===== src/rtl/axi_lite_reg_slave_pkg.sv =====
// ----------------------------------------------------------------------------
// axi_lite_pkg
//   Shared types and helpers for the AXI4-Lite register slave.
//   - resp_t      : AXI response codes used on B and R channels
//   - wr_state_t  : write-path handshake FSM states
//   - rd_state_t  : read-path handshake FSM states
//   - strb_merge  : byte-lane merge of new write data into an old word
// ----------------------------------------------------------------------------
package axi_lite_pkg;

  // The register bank only supports 32-bit words (4 byte lanes).
  localparam int AXI_DATA_W = 32;
  localparam int AXI_STRB_W = AXI_DATA_W / 8;

  typedef enum logic [1:0] {
    OKAY   = 2'b00,
    SLVERR = 2'b10
  } resp_t;

  typedef enum logic [1:0] {
    W_IDLE   = 2'b00,
    W_COMMIT = 2'b01,
    W_RESP   = 2'b10
  } wr_state_t;

  typedef enum logic {
    R_IDLE = 1'b0,
    R_DATA = 1'b1
  } rd_state_t;

  // Lanes with strb[i]=1 take the new byte, all other lanes keep the old byte.
  function automatic logic [AXI_DATA_W-1:0] strb_merge(
    input logic [AXI_DATA_W-1:0] old_data,
    input logic [AXI_DATA_W-1:0] new_data,
    input logic [AXI_STRB_W-1:0] strb
  );
    logic [AXI_DATA_W-1:0] merged;
    merged = old_data;
    for (int i = 0; i < AXI_STRB_W; i++) begin
      merged[8*i +: 8] = strb[i] ? new_data[8*i +: 8] : old_data[8*i +: 8];
    end
    return merged;
  endfunction

endpackage


===== src/rtl/axi_lite_reg_slave_if.sv =====
// ----------------------------------------------------------------------------
// axi_lite_reg_slave_if
//   AXI4-Lite bus bundle (AW, W, B, AR, R channels).
//   modport master : drives AW/W/AR payload+valid and B/R ready
//   modport slave  : drives AW/W/AR ready and B/R payload+valid
// ----------------------------------------------------------------------------
interface axi_lite_reg_slave_if import axi_lite_pkg::*; #(
  parameter int ADDR_W = 8,
  parameter int DATA_W = 32
) ();

  // Write address channel
  logic [ADDR_W-1:0]   awaddr;
  logic                awvalid;
  logic                awready;
  // Write data channel
  logic [DATA_W-1:0]   wdata;
  logic [DATA_W/8-1:0] wstrb;
  logic                wvalid;
  logic                wready;
  // Write response channel
  resp_t               bresp;
  logic                bvalid;
  logic                bready;
  // Read address channel
  logic [ADDR_W-1:0]   araddr;
  logic                arvalid;
  logic                arready;
  // Read data channel
  logic [DATA_W-1:0]   rdata;
  resp_t               rresp;
  logic                rvalid;
  logic                rready;

  modport master (
    output awaddr, awvalid, wdata, wstrb, wvalid, bready, araddr, arvalid, rready,
    input  awready, wready, bresp, bvalid, arready, rdata, rresp, rvalid
  );

  modport slave (
    input  awaddr, awvalid, wdata, wstrb, wvalid, bready, araddr, arvalid, rready,
    output awready, wready, bresp, bvalid, arready, rdata, rresp, rvalid
  );

endinterface


===== src/rtl/axi_lite_reg_bank.sv =====
// ----------------------------------------------------------------------------
// axi_lite_reg_bank
//   NUM_REGS x 32-bit register storage, asynchronously reset to zero.
//   Ports:
//     clk, rst                 : clock, async active-high reset
//     wr_en_i/wr_idx_i/...     : one byte-enabled write port (applied at clk edge)
//     rd_en_i/rd_idx_i         : read request; word captured at clk edge
//     rd_data_o                : registered read data (0 for an index with no
//                                register behind it), held until next rd_en_i
// ----------------------------------------------------------------------------
module axi_lite_reg_bank import axi_lite_pkg::*; #(
  parameter int IDX_W    = 6,
  parameter int NUM_REGS = 16
) (
  input  logic                  clk,
  input  logic                  rst,
  input  logic                  wr_en_i,
  input  logic [IDX_W-1:0]      wr_idx_i,
  input  logic [AXI_DATA_W-1:0] wr_data_i,
  input  logic [AXI_STRB_W-1:0] wr_strb_i,
  input  logic                  rd_en_i,
  input  logic [IDX_W-1:0]      rd_idx_i,
  output logic [AXI_DATA_W-1:0] rd_data_o
);

  logic [AXI_DATA_W-1:0] regs_q [NUM_REGS];
  logic [AXI_DATA_W-1:0] rd_sel_s;
  logic [AXI_DATA_W-1:0] rd_data_q;

  // Register storage with byte-enabled write port.
  always_ff @(posedge clk or posedge rst) begin
    if (rst) begin
      for (int i = 0; i < NUM_REGS; i++) begin
        regs_q[i] <= {AXI_DATA_W{1'b0}};
      end
    end else begin
      for (int i = 0; i < NUM_REGS; i++) begin
        if (wr_en_i && (int'(wr_idx_i) == i)) begin
          regs_q[i] <= strb_merge(regs_q[i], wr_data_i, wr_strb_i);
        end
      end
    end
  end

  // Read mux; an index beyond the bank matches nothing and reads as zero.
  always_comb begin
    rd_sel_s = {AXI_DATA_W{1'b0}};
    for (int i = 0; i < NUM_REGS; i++) begin
      rd_sel_s = (int'(rd_idx_i) == i) ? regs_q[i] : rd_sel_s;
    end
  end

  // Read data register; samples the pre-write word if a write lands on the same edge.
  always_ff @(posedge clk or posedge rst) begin
    if (rst) begin
      rd_data_q <= {AXI_DATA_W{1'b0}};
    end else if (rd_en_i) begin
      rd_data_q <= rd_sel_s;
    end
  end

  assign rd_data_o = rd_data_q;

endmodule


===== src/rtl/axi_lite_reg_slave.sv =====
// ----------------------------------------------------------------------------
// axi_lite_reg_slave
//   AXI4-Lite slave exposing NUM_REGS 32-bit software registers.
//   Ports:
//     clk  : single clock, rising edge
//     rst  : asynchronous active-high reset
//     bus  : axi_lite_reg_slave_if.slave (AW/W/AR in, B/R out)
//   Write and read FSMs are independent; each allows one outstanding
//   transaction. All bus outputs come straight from flops, and every valid
//   stays asserted until its ready.
// ----------------------------------------------------------------------------
module axi_lite_reg_slave import axi_lite_pkg::*; #(
  parameter int ADDR_W   = 8,
  parameter int DATA_W   = 32,
  parameter int NUM_REGS = 16
) (
  input logic clk,
  input logic rst,
  axi_lite_reg_slave_if.slave bus
);

  localparam int IDX_W  = ADDR_W - 2;
  localparam int STRB_W = DATA_W / 8;

  // Write path state
  wr_state_t         wr_state_q, wr_state_d;
  logic              aw_held_q, aw_held_d;
  logic              w_held_q, w_held_d;
  logic [IDX_W-1:0]  aw_idx_q, aw_idx_d;
  logic [DATA_W-1:0] wdata_q, wdata_d;
  logic [STRB_W-1:0] wstrb_q, wstrb_d;
  logic              awready_q, awready_d;
  logic              wready_q, wready_d;
  logic              bvalid_q, bvalid_d;
  resp_t             bresp_q, bresp_d;

  // Read path state
  rd_state_t         rd_state_q, rd_state_d;
  logic              arready_q, arready_d;
  logic              rvalid_q, rvalid_d;
  resp_t             rresp_q, rresp_d;

  logic              aw_hs_s, w_hs_s, ar_hs_s;
  logic              have_aw_s, have_w_s;
  logic              wr_en_s;
  logic              wr_in_range_s, rd_in_range_s;
  logic [IDX_W-1:0]  ar_idx_s;
  logic [DATA_W-1:0] rd_data_s;
  logic              unused_addr_lsb_s;

  assign aw_hs_s   = bus.awvalid & awready_q;
  assign w_hs_s    = bus.wvalid & wready_q;
  assign ar_hs_s   = bus.arvalid & arready_q;
  assign have_aw_s = aw_hs_s | aw_held_q;
  assign have_w_s  = w_hs_s | w_held_q;

  // Word index from the byte address; the two LSBs never select anything.
  assign ar_idx_s          = bus.araddr[ADDR_W-1:2];
  assign unused_addr_lsb_s = ^{bus.awaddr[1:0], bus.araddr[1:0]};
  assign wr_in_range_s     = (int'(aw_idx_q) < NUM_REGS);
  assign rd_in_range_s     = (int'(ar_idx_s) < NUM_REGS);

  // Write FSM next-state and output logic.
  always_comb begin
    wr_state_d = wr_state_q;
    aw_held_d  = aw_held_q;
    w_held_d   = w_held_q;
    aw_idx_d   = aw_hs_s ? bus.awaddr[ADDR_W-1:2] : aw_idx_q;
    wdata_d    = w_hs_s ? bus.wdata : wdata_q;
    wstrb_d    = w_hs_s ? bus.wstrb : wstrb_q;
    awready_d  = awready_q;
    wready_d   = wready_q;
    bvalid_d   = bvalid_q;
    bresp_d    = bresp_q;
    wr_en_s    = 1'b0;
    case (wr_state_q)
      W_IDLE: begin
        if (have_aw_s && have_w_s) begin
          // Both halves present: stop accepting until the response retires.
          wr_state_d = W_COMMIT;
          aw_held_d  = 1'b0;
          w_held_d   = 1'b0;
          awready_d  = 1'b0;
          wready_d   = 1'b0;
        end else begin
          // Hold whichever half arrived and stall only that channel.
          aw_held_d = have_aw_s;
          w_held_d  = have_w_s;
          awready_d = ~have_aw_s;
          wready_d  = ~have_w_s;
        end
      end
      W_COMMIT: begin
        wr_en_s    = wr_in_range_s;
        bresp_d    = wr_in_range_s ? OKAY : SLVERR;
        bvalid_d   = 1'b1;
        wr_state_d = W_RESP;
      end
      W_RESP: begin
        if (bus.bready) begin
          bvalid_d   = 1'b0;
          awready_d  = 1'b1;
          wready_d   = 1'b1;
          wr_state_d = W_IDLE;
        end else begin
          wr_state_d = W_RESP;
        end
      end
      default: begin
        wr_state_d = W_IDLE;
        aw_held_d  = 1'b0;
        w_held_d   = 1'b0;
        awready_d  = 1'b1;
        wready_d   = 1'b1;
        bvalid_d   = 1'b0;
      end
    endcase
  end

  // Write FSM state and registered B-channel / ready outputs.
  always_ff @(posedge clk or posedge rst) begin
    if (rst) begin
      wr_state_q <= W_IDLE;
      aw_held_q  <= 1'b0;
      w_held_q   <= 1'b0;
      aw_idx_q   <= {IDX_W{1'b0}};
      wdata_q    <= {DATA_W{1'b0}};
      wstrb_q    <= {STRB_W{1'b0}};
      awready_q  <= 1'b1;
      wready_q   <= 1'b1;
      bvalid_q   <= 1'b0;
      bresp_q    <= OKAY;
    end else begin
      wr_state_q <= wr_state_d;
      aw_held_q  <= aw_held_d;
      w_held_q   <= w_held_d;
      aw_idx_q   <= aw_idx_d;
      wdata_q    <= wdata_d;
      wstrb_q    <= wstrb_d;
      awready_q  <= awready_d;
      wready_q   <= wready_d;
      bvalid_q   <= bvalid_d;
      bresp_q    <= bresp_d;
    end
  end

  // Read FSM next-state and output logic.
  always_comb begin
    rd_state_d = rd_state_q;
    arready_d  = arready_q;
    rvalid_d   = rvalid_q;
    rresp_d    = rresp_q;
    case (rd_state_q)
      R_IDLE: begin
        if (ar_hs_s) begin
          rd_state_d = R_DATA;
          arready_d  = 1'b0;
          rvalid_d   = 1'b1;
          rresp_d    = rd_in_range_s ? OKAY : SLVERR;
        end else begin
          rd_state_d = R_IDLE;
        end
      end
      R_DATA: begin
        if (bus.rready) begin
          rd_state_d = R_IDLE;
          arready_d  = 1'b1;
          rvalid_d   = 1'b0;
        end else begin
          rd_state_d = R_DATA;
        end
      end
      default: begin
        rd_state_d = R_IDLE;
        arready_d  = 1'b1;
        rvalid_d   = 1'b0;
      end
    endcase
  end

  // Read FSM state and registered R-channel / ready outputs.
  always_ff @(posedge clk or posedge rst) begin
    if (rst) begin
      rd_state_q <= R_IDLE;
      arready_q  <= 1'b1;
      rvalid_q   <= 1'b0;
      rresp_q    <= OKAY;
    end else begin
      rd_state_q <= rd_state_d;
      arready_q  <= arready_d;
      rvalid_q   <= rvalid_d;
      rresp_q    <= rresp_d;
    end
  end

  axi_lite_reg_bank #(
    .IDX_W    (IDX_W),
    .NUM_REGS (NUM_REGS)
  ) u_bank (
    .clk       (clk),
    .rst       (rst),
    .wr_en_i   (wr_en_s),
    .wr_idx_i  (aw_idx_q),
    .wr_data_i (wdata_q),
    .wr_strb_i (wstrb_q),
    .rd_en_i   (ar_hs_s),
    .rd_idx_i  (ar_idx_s),
    .rd_data_o (rd_data_s)
  );

  assign bus.awready = awready_q;
  assign bus.wready  = wready_q;
  assign bus.bvalid  = bvalid_q;
  assign bus.bresp   = bresp_q;
  assign bus.arready = arready_q;
  assign bus.rvalid  = rvalid_q;
  assign bus.rresp   = rresp_q;
  assign bus.rdata   = rd_data_s;

endmodule


===== src/flat_wrapper.sv =====
// flat-port wrapper written by rule: the top's interface ports become plain ports
module axi_lite_reg_slave_flat import axi_lite_pkg::*;
#(
  parameter int ADDR_W   = 8,
  parameter int DATA_W   = 32,
  parameter int NUM_REGS = 16
)
  (clk, rst, bus_awaddr, bus_awvalid, bus_wdata, bus_wstrb, bus_wvalid, bus_bready, bus_araddr, bus_arvalid, bus_rready, bus_awready, bus_wready, bus_bresp, bus_bvalid, bus_arready, bus_rdata, bus_rresp, bus_rvalid);
  axi_lite_reg_slave_if #(.ADDR_W(ADDR_W), .DATA_W(DATA_W)) bus_i ();
  input logic clk;
  input logic rst;
  input wire logic [$bits(bus_i.awaddr)-1:0] bus_awaddr;
  input wire logic [$bits(bus_i.awvalid)-1:0] bus_awvalid;
  input wire logic [$bits(bus_i.wdata)-1:0] bus_wdata;
  input wire logic [$bits(bus_i.wstrb)-1:0] bus_wstrb;
  input wire logic [$bits(bus_i.wvalid)-1:0] bus_wvalid;
  input wire logic [$bits(bus_i.bready)-1:0] bus_bready;
  input wire logic [$bits(bus_i.araddr)-1:0] bus_araddr;
  input wire logic [$bits(bus_i.arvalid)-1:0] bus_arvalid;
  input wire logic [$bits(bus_i.rready)-1:0] bus_rready;
  output wire logic [$bits(bus_i.awready)-1:0] bus_awready;
  output wire logic [$bits(bus_i.wready)-1:0] bus_wready;
  output wire logic [$bits(bus_i.bresp)-1:0] bus_bresp;
  output wire logic [$bits(bus_i.bvalid)-1:0] bus_bvalid;
  output wire logic [$bits(bus_i.arready)-1:0] bus_arready;
  output wire logic [$bits(bus_i.rdata)-1:0] bus_rdata;
  output wire logic [$bits(bus_i.rresp)-1:0] bus_rresp;
  output wire logic [$bits(bus_i.rvalid)-1:0] bus_rvalid;
  assign bus_i.awaddr = bus_awaddr;
  assign bus_i.awvalid = bus_awvalid;
  assign bus_i.wdata = bus_wdata;
  assign bus_i.wstrb = bus_wstrb;
  assign bus_i.wvalid = bus_wvalid;
  assign bus_i.bready = bus_bready;
  assign bus_i.araddr = bus_araddr;
  assign bus_i.arvalid = bus_arvalid;
  assign bus_i.rready = bus_rready;
  assign bus_awready = bus_i.awready;
  assign bus_wready = bus_i.wready;
  assign bus_bresp = bus_i.bresp;
  assign bus_bvalid = bus_i.bvalid;
  assign bus_arready = bus_i.arready;
  assign bus_rdata = bus_i.rdata;
  assign bus_rresp = bus_i.rresp;
  assign bus_rvalid = bus_i.rvalid;
  axi_lite_reg_slave #(.ADDR_W(ADDR_W), .DATA_W(DATA_W), .NUM_REGS(NUM_REGS)) u_core (.clk(clk), .rst(rst), .bus(bus_i));
endmodule

===== config.mk =====
export PLATFORM = sky130hd
export DESIGN_NAME = axi_lite_reg_slave_flat
export DESIGN_NICKNAME = d
export VERILOG_FILES = /design/src/rtl/axi_lite_reg_slave_pkg.sv /design/src/rtl/axi_lite_reg_slave_if.sv /design/src/rtl/axi_lite_reg_bank.sv /design/src/rtl/axi_lite_reg_slave.sv /design/src/flat_wrapper.sv
export SDC_FILE = /design/constraint.sdc
export NUM_CORES = 1
export LEC_CHECK = 0
export ABC_AREA = 1
export CAP_MARGIN = 5
export CORE_UTILIZATION = 35
export DETAILED_ROUTE_END_ITERATION = 6
export GPL_ROUTABILITY_DRIVEN = 0
export HOLD_SLACK_MARGIN = 0.15
export MAX_ROUTING_LAYER = met4
export PLACE_DENSITY = 0.63
export REMOVE_ABC_BUFFERS = 1
export SLEW_MARGIN = 15
export SYNTH_ARGS = -nofsm -noshare
export SYNTH_HDL_FRONTEND = slang
export SYNTH_SLANG_ARGS = --single-unit
export TNS_END_PERCENT = 30

===== constraint.sdc =====
create_clock -name clk -period 73.2 [get_ports clk]
set_input_delay 21.96 -clock clk [delete_from_list [all_inputs] [get_ports clk]]
set_output_delay 21.96 -clock clk [all_outputs]
set_load 0.005 [all_outputs]

# ---- After elaboration in Yosys (flattened, before gate mapping)
# Index checks and enable logic that the tools add are counted.
# Widths: inputs -> output; s select.
dict set report op_classes {
  n_lt_le_gt_ge 2
  n_eq_ne 36
  muxes 42
  n_bitwise 10
  reduce_logical 89
}
# operator count
set op_table {}
lappend op_table {{$mux 32} 16}
lappend op_table {{$reduce_and 2->1} 68}
lappend op_table {{$eq 6x5->1 const B} 16}
lappend op_table {{$eq 6x4->1 const B} 8}
lappend op_table {{$eq 6x3->1 const B} 4}
lappend op_table {{$logic_and 1x1->1} 17}
lappend op_table {{$mux 1} 13}
lappend op_table {{$eq 6x2->1 const B} 2}
lappend op_table {{$logic_not 6->1} 2}
lappend op_table {{$lt 6x5->1 const B} 2}
lappend op_table {{$pmux 1 s2} 5}
lappend op_table {{$pmux 1 s3} 3}
lappend op_table {{$mux 2} 4}
lappend op_table {{$pmux 2 s3} 1}
lappend op_table {{$not 1->1} 5}
lappend op_table {{$ne 2x1->1 const B} 2}
lappend op_table {{$ne 2x2->1 const B} 2}
lappend op_table {{$and 1x1->1} 3}
lappend op_table {{$eq 2x1->1 const B} 1}
lappend op_table {{$eq 2x2->1 const B} 1}
lappend op_table {{$logic_not 2->1} 1}
lappend op_table {{$or 1x1->1} 2}
lappend op_table {{$reduce_or 2->1} 1}
dict set report word_totals {
  register_bits 600
  out_inout_bits 41
}

# ---- Longest topological paths before layout
# Gate-level depths: netlist (run 1).
dict set report depth {
  ltp_word 17
  mapped_depth 16
}

# ---- Hierarchy
# Synthesis (run 1) repeated with hierarchy kept, for this count alone.
dict set report unflattened {
  cells_unflattened 3170
  hier_area_um2 26138.8
}
# mod instances cells_per_inst area_per_inst_um2 seq_area_each_um2
set by_module_without_submodules {}
lappend by_module_without_submodules {axi_lite_reg_bank 1 2918 23859.1 13613.1}
lappend by_module_without_submodules {axi_lite_reg_slave 1 252 2279.7 1355.0}

# ---- Worst setup path before layout (run 1)
# No wires, ideal clock.
dict set report synth_timing {
  path_kind {input to register}
  start {input bus_araddr[7]}
  end {register u_core.u_bank.rd_data_q[4] (netlist: u_core.u_bank.rd_data_o[4])}
  setup_time_ns 0.116
  t_arrival_ns 23.215
  required_ns 73.084
  path_slack_ns 49.869
  stages 12
  cell_sequence {nor2_4 -> nand3_2 -> nor2_4 -> inv_2 -> clkbuf_1 -> or2_0 -> nand2_1 -> nand4_1 -> nand2_1 -> nand4_1 -> nand2_1 -> nand2_1}
}
dict set report synth_via {
  elab_chain_len 17
  word_cells_on_any_way 32
}
# item line
set synth_rtl {}
lappend synth_rtl {{from (decl)} flat_wrapper.sv:18} ;# input wire logic [$bits(bus_i.araddr)-1:0] bus_araddr;
lappend synth_rtl {{$logic_not 6->1} axi_lite_reg_bank.sv:49} ;# rd_sel_s = (int'(rd_idx_i) == i) ? regs_q[i] : rd_sel_s;
lappend synth_rtl {{$mux 32 (15 in series)} axi_lite_reg_bank.sv:49}
lappend synth_rtl {{$mux 32 (*)} axi_lite_reg_bank.sv:49}
lappend synth_rtl {{to (signal assigned)} axi_lite_reg_bank.sv:56} ;# rd_data_q <= {AXI_DATA_W{1'b0}};
lappend synth_rtl {{to (signal assigned)} axi_lite_reg_bank.sv:58} ;# rd_data_q <= rd_sel_s;
lappend synth_rtl {{to (decl)} axi_lite_reg_bank.sv:28} ;# logic [AXI_DATA_W-1:0] rd_data_q;
# Every way passes the cells marked *; elsewhere a longest branch is shown, timed or not.
# A chain may end at the register's enable or synchronous reset.

# ---- Worst setup path after layout (run 1)
dict set report layout_timing {
  start {input bus_araddr[7]}
  end {register u_core.u_bank.rd_data_q[0] (netlist: u_core.u_bank.rd_data_o[0])}
}
# The elaborated chain is that of the path after synthesis.

==> results.json, run 1 <==
{
  "worstSetupPathType": "in2reg",
  "layout_commonest_cell": "nand2_1",
  "dp_cells": 3981,
  "syn_inst": 3086,
  "hold_class": "reg2reg",
  "fill_cells": 7285,
  "antenna_found_initial": 5,
  "drc": 0,
  "p_leak_uw": 0.01345,
  "post_drt_wl_per_cell_um": 16.26,
  "ant_nets": 0,
  "syn_avg_cell_area_um2": 8.359,
  "vias": 20130,
  "vdd_drop_max_mv": 0.01784,
  "coreArea_um2": 72960,
  "crit_path_start_kind": "primary input",
  "finalSetupViolCount": 0,
  "finalPower_uw": 808.2,
  "finalSetupTns_ns": 0,
  "routed_wl_um": 66720,
  "tightest_slew_ns": 1.166,
  "hold_viol_final": 0,
  "gr-total-overflow": 0,
  "cp-end-kind": "flip-flop",
  "floorplan.die_area_um2": 74800,
  "htree_levels": 3,
  "path_clk_slew_ns": 0.06,
  "synth_area_um2": 25800,
  "r2r_slack_ns": 69.90,
  "multi_input_area_um2": 9419,
  "ys_seq_area_frac": 0.5802,
  "cts-root-buf": "clkbuf_16",
  "grt_pass1_wl_um": 107900,
  "postCtsSetupBuffers": 0,
  "nNetsFinal": 3153,
  "finalClockSkew_ns": 0.02335,
  "ys_ff_latch": 598,
  "worst_ep_arrival_time_ns": 25.31,
  "maxSlewHeadroom": 0.2206,
  "io_buffers": 93,
  "ios": 100,
  "required_ns": 73.69,
  "min_period_ns": 24.82,
  "grt_pass1_vias": 19388,
  "clk_latency_ns": 0.60,
  "status": "completed",
  "worstPathMaxFanout": 16,
  "hold_buffers": 0,
  "rows": 99,
  "clockBufferDepth": 3,
  "syn_to_final_growth_pct": 14.78,
  "final_cell_count_no_fill": 4104,
  "power_density_nw_per_um2": 27.30,
  "fp.dieW_um": 273.5,
  "start_util": 0.3536,
  "finalCritPeriodShare": 0.3390,
  "cap_violations": 0,
  "synth_cell_types": 34,
  "slew_viol_final": 0,
  "drive_gt1_frac": 0.05510,
  "final-seq-area_um2": 14970,
  "grtUsageTotal": 0.1885,
  "die_h_um": 273.5,
  "max_freq_mhz": 40.29,
  "layout_common_cells": "1083 x nand2_1, 595 x dfrtp_1, 578 x o21ai_0",
  "drt-pass1-iter-count": 7,
  "drtIter0Drc": 1663,
  "grt_max_degree": 154,
  "cts_tree": "built",
  "clkSinkCount": 598,
  "yosysWarnings": 0,
  "via_per_inst": 4.905,
  "cts_buffers": 66,
  "rsz0062_at_grt": "false",
  "hpwl_um": 42160,
  "cts.repair.resized": 0
}
routing by layer:
metal  track usage  vias up  wire (µm)
met2        0.2888      421      30130
met3       0.04079       86       4236
met5             -        -          0
met1        0.2516     9639      31010
li1              -     9984          -
met4       0.05219        0       1343
power breakdown:
group	switching (µW)	leakage [µW]	total [µW]	internal [µW]
sequential	19.6	0.00824	385	365
combinational	67.5	0.00415	90.6	23.1
clock	133	0.00106	333	201
critical path, stage by stage:
cell	delay (ns)
clkdlybuf4s50_1	0.46
nor2_4	0.44
nand2_1	0.25
nor2_2	0.71
buf_4	0.39
inv_1	0.11
nor2_1	0.09
o21bai_1	0.12
nand4_1	0.10
nand2_1	0.08
nand4_1	0.08
nor2_1	0.22
nand4_1	0.13
nand2_1	0.10
nand2_1	0.05
registers in the layout (all words and copies together) (netlist names), 2 cells and up:
name,cells
u_core.u_bank.regs_q,512
u_core.u_bank.rd_data_o,32
u_core.wdata_q,32
u_core.aw_idx_q,6
u_core.wstrb_q,4
u_core.wr_state_q,2
cell usage after synthesis, drive strengths merged:
| cell | n | share of area |
|---|---|---|
| nand3 | 116 | 0.023 |
| a221oi | 1 | 0.00034 |
| nor2 | 147 | 0.024 |
| buf | 40 | 0.0084 |
| conb | 1 | 0.00015 |
| o41ai | 1 | 0.00034 |
| a21oi | 51 | 0.0099 |
| o21bai | 1 | 0.00029 |
| o21ai | 579 | 0.11 |
| nor3 | 6 | 0.0029 |
| or2 | 25 | 0.0061 |
| a31oi | 3 | 0.00073 |
| inv | 191 | 0.028 |
| nand4 | 94 | 0.023 |
| clkbuf | 139 | 0.020 |
| ha | 3 | 0.0015 |
| dfrtp | 595 | 0.58 |
| mux2 | 2 | 0.00087 |
| nor3b | 1 | 0.00048 |
| dfstp | 3 | 0.0031 |
| o21a | 1 | 0.00029 |
| nand2 | 1086 | 0.16 |
per-stage QoR:
| step | cell area [µm²] | util | worst slack [ns] | hold slack (ns) |
|---|---|---|---|---|
| 5_1_grt | 29610 | 0.4058 | 48.14 | 0.4952 |
| 6_report | 29610 | 0.4058 | 48.38 | 0.4740 |
| 2_1_floorplan | 25060 | - | 34.51 | 0.4439 |
| 3_5_place_dp | 27410 | 0.3757 | 47.87 | 0.4654 |
| 4_1_cts | 29570 | 0.4054 | 48.52 | 0.4794 |
| 3_3_place_gp | 27410 | 0.3757 | 47.87 | 0.4574 |
cells by family after synthesis:
kind of cell	share of synthesized area
flip-flops	0.5802
adder cells (fa/ha/maj)	0.001455
AO/OA/AOI/OAI	0.1242
other	0.0001454
AND/OR/NAND/NOR	0.2367
multiplexers	0.0008730
buffers and inverters	0.05641
path summary, 6_finish.rpt:
path,cells after the start,startpoint,end
setup / recovery,15,bus_araddr[7],u_core.u_bank.rd_data_o[0]
hold / removal,2,u_core.u_bank.regs_q[276],u_core.u_bank.regs_q[276]
setup reg to reg,6,u_core.wr_state_q[1],u_core.u_bank.regs_q[107]
hold reg to reg,2,u_core.u_bank.regs_q[276],u_core.u_bank.regs_q[276]
max in group asynchronous,4,rst,u_core.u_bank.regs_q[147]
min in group asynchronous,2,rst,u_core.wdata_q[11]
layout make-up:
cell class	instances	area share
Inverter	191	0.02447
Timing Repair Buffer	115	0.03786
Multi-Input combinational cell	2119	0.3181
Clock buffer	104	0.06715
Sequential cell	598	0.5055
Antenna cell	5	0.0004226
Tap cell	959	0.04052
Clock inverter	13	0.005958
No activity file was read; power rests on OpenSTA's default activity.
==> run 2, diff against run 1 <==
--- a/config.mk
+++ b/config.mk
@@ -12,7 +12,7 @@
 export GPL_ROUTABILITY_DRIVEN = 0
 export HOLD_SLACK_MARGIN = 0.15
 export MAX_ROUTING_LAYER = met4
-export PLACE_DENSITY = 0.63
+export PLACE_DENSITY = 0.65
 export REMOVE_ABC_BUFFERS = 1
 export SLEW_MARGIN = 15
 export SYNTH_ARGS = -nofsm -noshare
==> constraint.sdc (replaced) <==
create_clock -name clk -period 22.4 [get_ports clk]
set_input_delay 6.72 -clock clk [delete_from_list [all_inputs] [get_ports clk]]
set_output_delay 6.72 -clock clk [all_outputs]
set_load 0.005 [all_outputs]
==> run 2 against run 1 <==
Compared with the run above: via count rose by 1.1%; register-to-register slack got worse by 51 ns; cell count decreased by 0.19%; sequential share of layout area up 0.14 points; die area unchanged; first-iteration DRC count up 19%; clock skew decreased by 0.0026 ns; sequential cell count is the same; final area down 0.27%; critical endpoint is now u_core.u_bank.rd_data_o[10]; core utilization decreased by 0.11 points; clock power increased to 3.2 times the previous value; global-route usage shrank 0.067 points.
==> results.json, run 2 (synthesized netlist as in run 1, its figures left out) <==
{
  "drtIter0Drc": 1981,
  "max_freq_mhz": 105.3,
  "gr-total-overflow": 0,
  "finalPower_uw": 2622,
  "clk_latency_ns": 0.59,
  "hold_class": "reg2reg",
  "hold_viol_final": 0,
  "drc": 0,
  "clkSinkCount": 598,
  "grtUsageTotal": 0.1879,
  "coreArea_um2": 72960,
  "antenna_found_initial": 3,
  "syn_to_final_growth_pct": 14.47,
  "ant_nets": 0,
  "drive_gt1_frac": 0.05456,
  "finalCritPeriodShare": 0.4240,
  "crit_path_start_kind": "primary input",
  "cts_buffers": 66,
  "worstSetupPathType": "in2reg",
  "floorplan.die_area_um2": 74800,
  "rows": 99,
  "p_int_uw": 1902,
  "worstPathMaxFanout": 17,
  "clockBufferDepth": 3,
  "grt_use_met3": 0.02868,
  "fill_cells": 7254,
  "layout_commonest_cell": "nand2_1",
  "power_density_nw_per_um2": 88.79,
  "vdd_drop_max_mv": 0.05101,
  "finalSetupViolCount": 0,
  "pwr-share-comb": 0.114,
  "rsz0062_at_grt": "false",
  "cts_tree": "built",
  "grt_pass1_wl_um": 107800,
  "grt-busiest-layer": "met2",
  "largest-register": "u_core.u_bank.regs_q",
  "grt_max_degree": 193,
  "maxSlewHeadroom": 0.1968,
  "detailedPlace.worstSlack_ns": 12.35,
  "min_period_ns": 9.498,
  "post_drt_wl_per_cell_um": 16.27,
  "hold_buffers": 0,
  "required_ns": 22.93,
  "largest_reg_flops": 512,
  "finalClockSkew_ns": 0.02070,
  "path_clk_slew_ns": 0.06,
  "grt_pass1_vias": 19180,
  "ios": 100,
  "p_clk_frac": 0.407,
  "seq_power_share": 0.479,
  "utilization": 0.4047,
  "hpwl_um": 41380,
  "use_met1": 0.2560,
  "layout_common_cells": "1083 x nand2_1, 595 x dfrtp_1, 578 x o21ai_0",
  "final-seq-area_um2": 14970,
  "vias": 20358,
  "drt-pass1-iter-count": 6,
  "htree_levels": 3,
  "fp.dieW_um": 273.5,
  "power.switching_uw": 719.6,
  "via_per_inst": 4.970,
  "start_util": 0.3536,
  "nNetsFinal": 3151,
  "routed_wl_um": 66660,
  "cts.repair.resized": 0,
  "p_leak_uw": 0.01342,
  "grtUsageMet2": 0.2872,
  "worst_ep_arrival_time_ns": 10.03,
  "die_h_um": 273.5,
  "cp-end-kind": "flip-flop",
  "tightest_slew_ns": 1.201,
  "slew_viol_final": 0,
  "netSwitchingFraction": 0.2745,
  "cap_violations": 0,
  "finalSetupTns_ns": 0,
  "cts-root-buf": "clkbuf_16",
  "io_buffers": 93,
  "fin_ws_ns": 12.90,
  "postCtsSetupBuffers": 0,
  "status": "completed",
  "multi_input_area_um2": 9414
}
## run 2: cell types whose count changed in the layout (fill, tap and decap cells not counted)
| cell | change |
|---|---|
| clkinv_2 | +2 |
| nor2_4 | -1 |
| clkinvlp_4 | +1 |
| bufinv_16 | -1 |
| inv_6 | -1 |
| buf_4 | -2 |
| clkbuf_1 | -4 |
| nor2_2 | +1 |
| diode_2 | -2 |
| clkbuf_8 | -2 |
| clkinv_4 | +1 |
## run 2: final cells by class
class                   count  share of cell area
clock inverters            15            0.005551
clock buffers              98             0.06589
diodes                      3           0.0002542
multi-input cells        2119              0.3188
flip-flops and latches    598              0.5069
well taps                 959             0.04063
inverters                 191             0.02453
repair buffers            113             0.03746
## run 2: worst max-delay path, stage by stage
cell	delay (ns)
clkdlybuf4s50_1	0.49
nor2_1	0.64
inv_2	0.19
nor2_2	0.76
buf_4	0.39
nand2_1	0.08
nand3_1	0.09
a21oi_1	0.06
nand4_1	0.14
nand2_1	0.08
nand4_1	0.11
nand2_1	0.07
nand4_1	0.07
nand2_1	0.07
nand2_1	0.05
## run 2: power groups by stage
stage                     clock (µW)  combinational, µW  sequential (µW)
after global routing            1140                345             1270
final                           1070                298             1260
after CTS                       1090                303             1260
after floorplan                    0                187             1260
after global placement             0                295             1270
after detailed placement           0                302             1270
## run 2: final timing paths
| path | start | endpoint | slack (ns) | cells after the start |
|---|---|---|---|---|
| worst min-delay path | u_core.u_bank.regs_q[261] | u_core.u_bank.regs_q[261] | 0.48 | 2 |
| max in group asynchronous | rst | u_core.wdata_q[19] | 13.64 | 4 |
| worst max-delay path | bus_araddr[4] | u_core.u_bank.rd_data_o[10] | 12.90 | 15 |
| min in group asynchronous | rst | u_core.wdata_q[14] | 6.65 | 2 |
| worst max register to register | u_core.wr_state_q[1] | u_core.u_bank.regs_q[426] | 18.97 | 6 |
| worst min register to register | u_core.u_bank.regs_q[261] | u_core.u_bank.regs_q[261] | 0.48 | 2 |
## run 2: per-stage QoR
stage                     hold WS (ns)  cells  cell area (µm²)
after floorplan                 0.4439   2908            25060
after global placement          0.4588   3980            27410
after detailed placement        0.4636   3980            27410
after CTS                       0.4799   4093            29520
after global routing            0.4938   4095            29530
final                           0.4759   4096            29530
## run 2: per-layer routing
metal | vias to the layer above | share of wire
li1 | 9985 | -
met2 | 461 | 0.45
met3 | 94 | 0.061
met5 | - | 0
met1 | 9818 | 0.46
met4 | 0 | 0.024
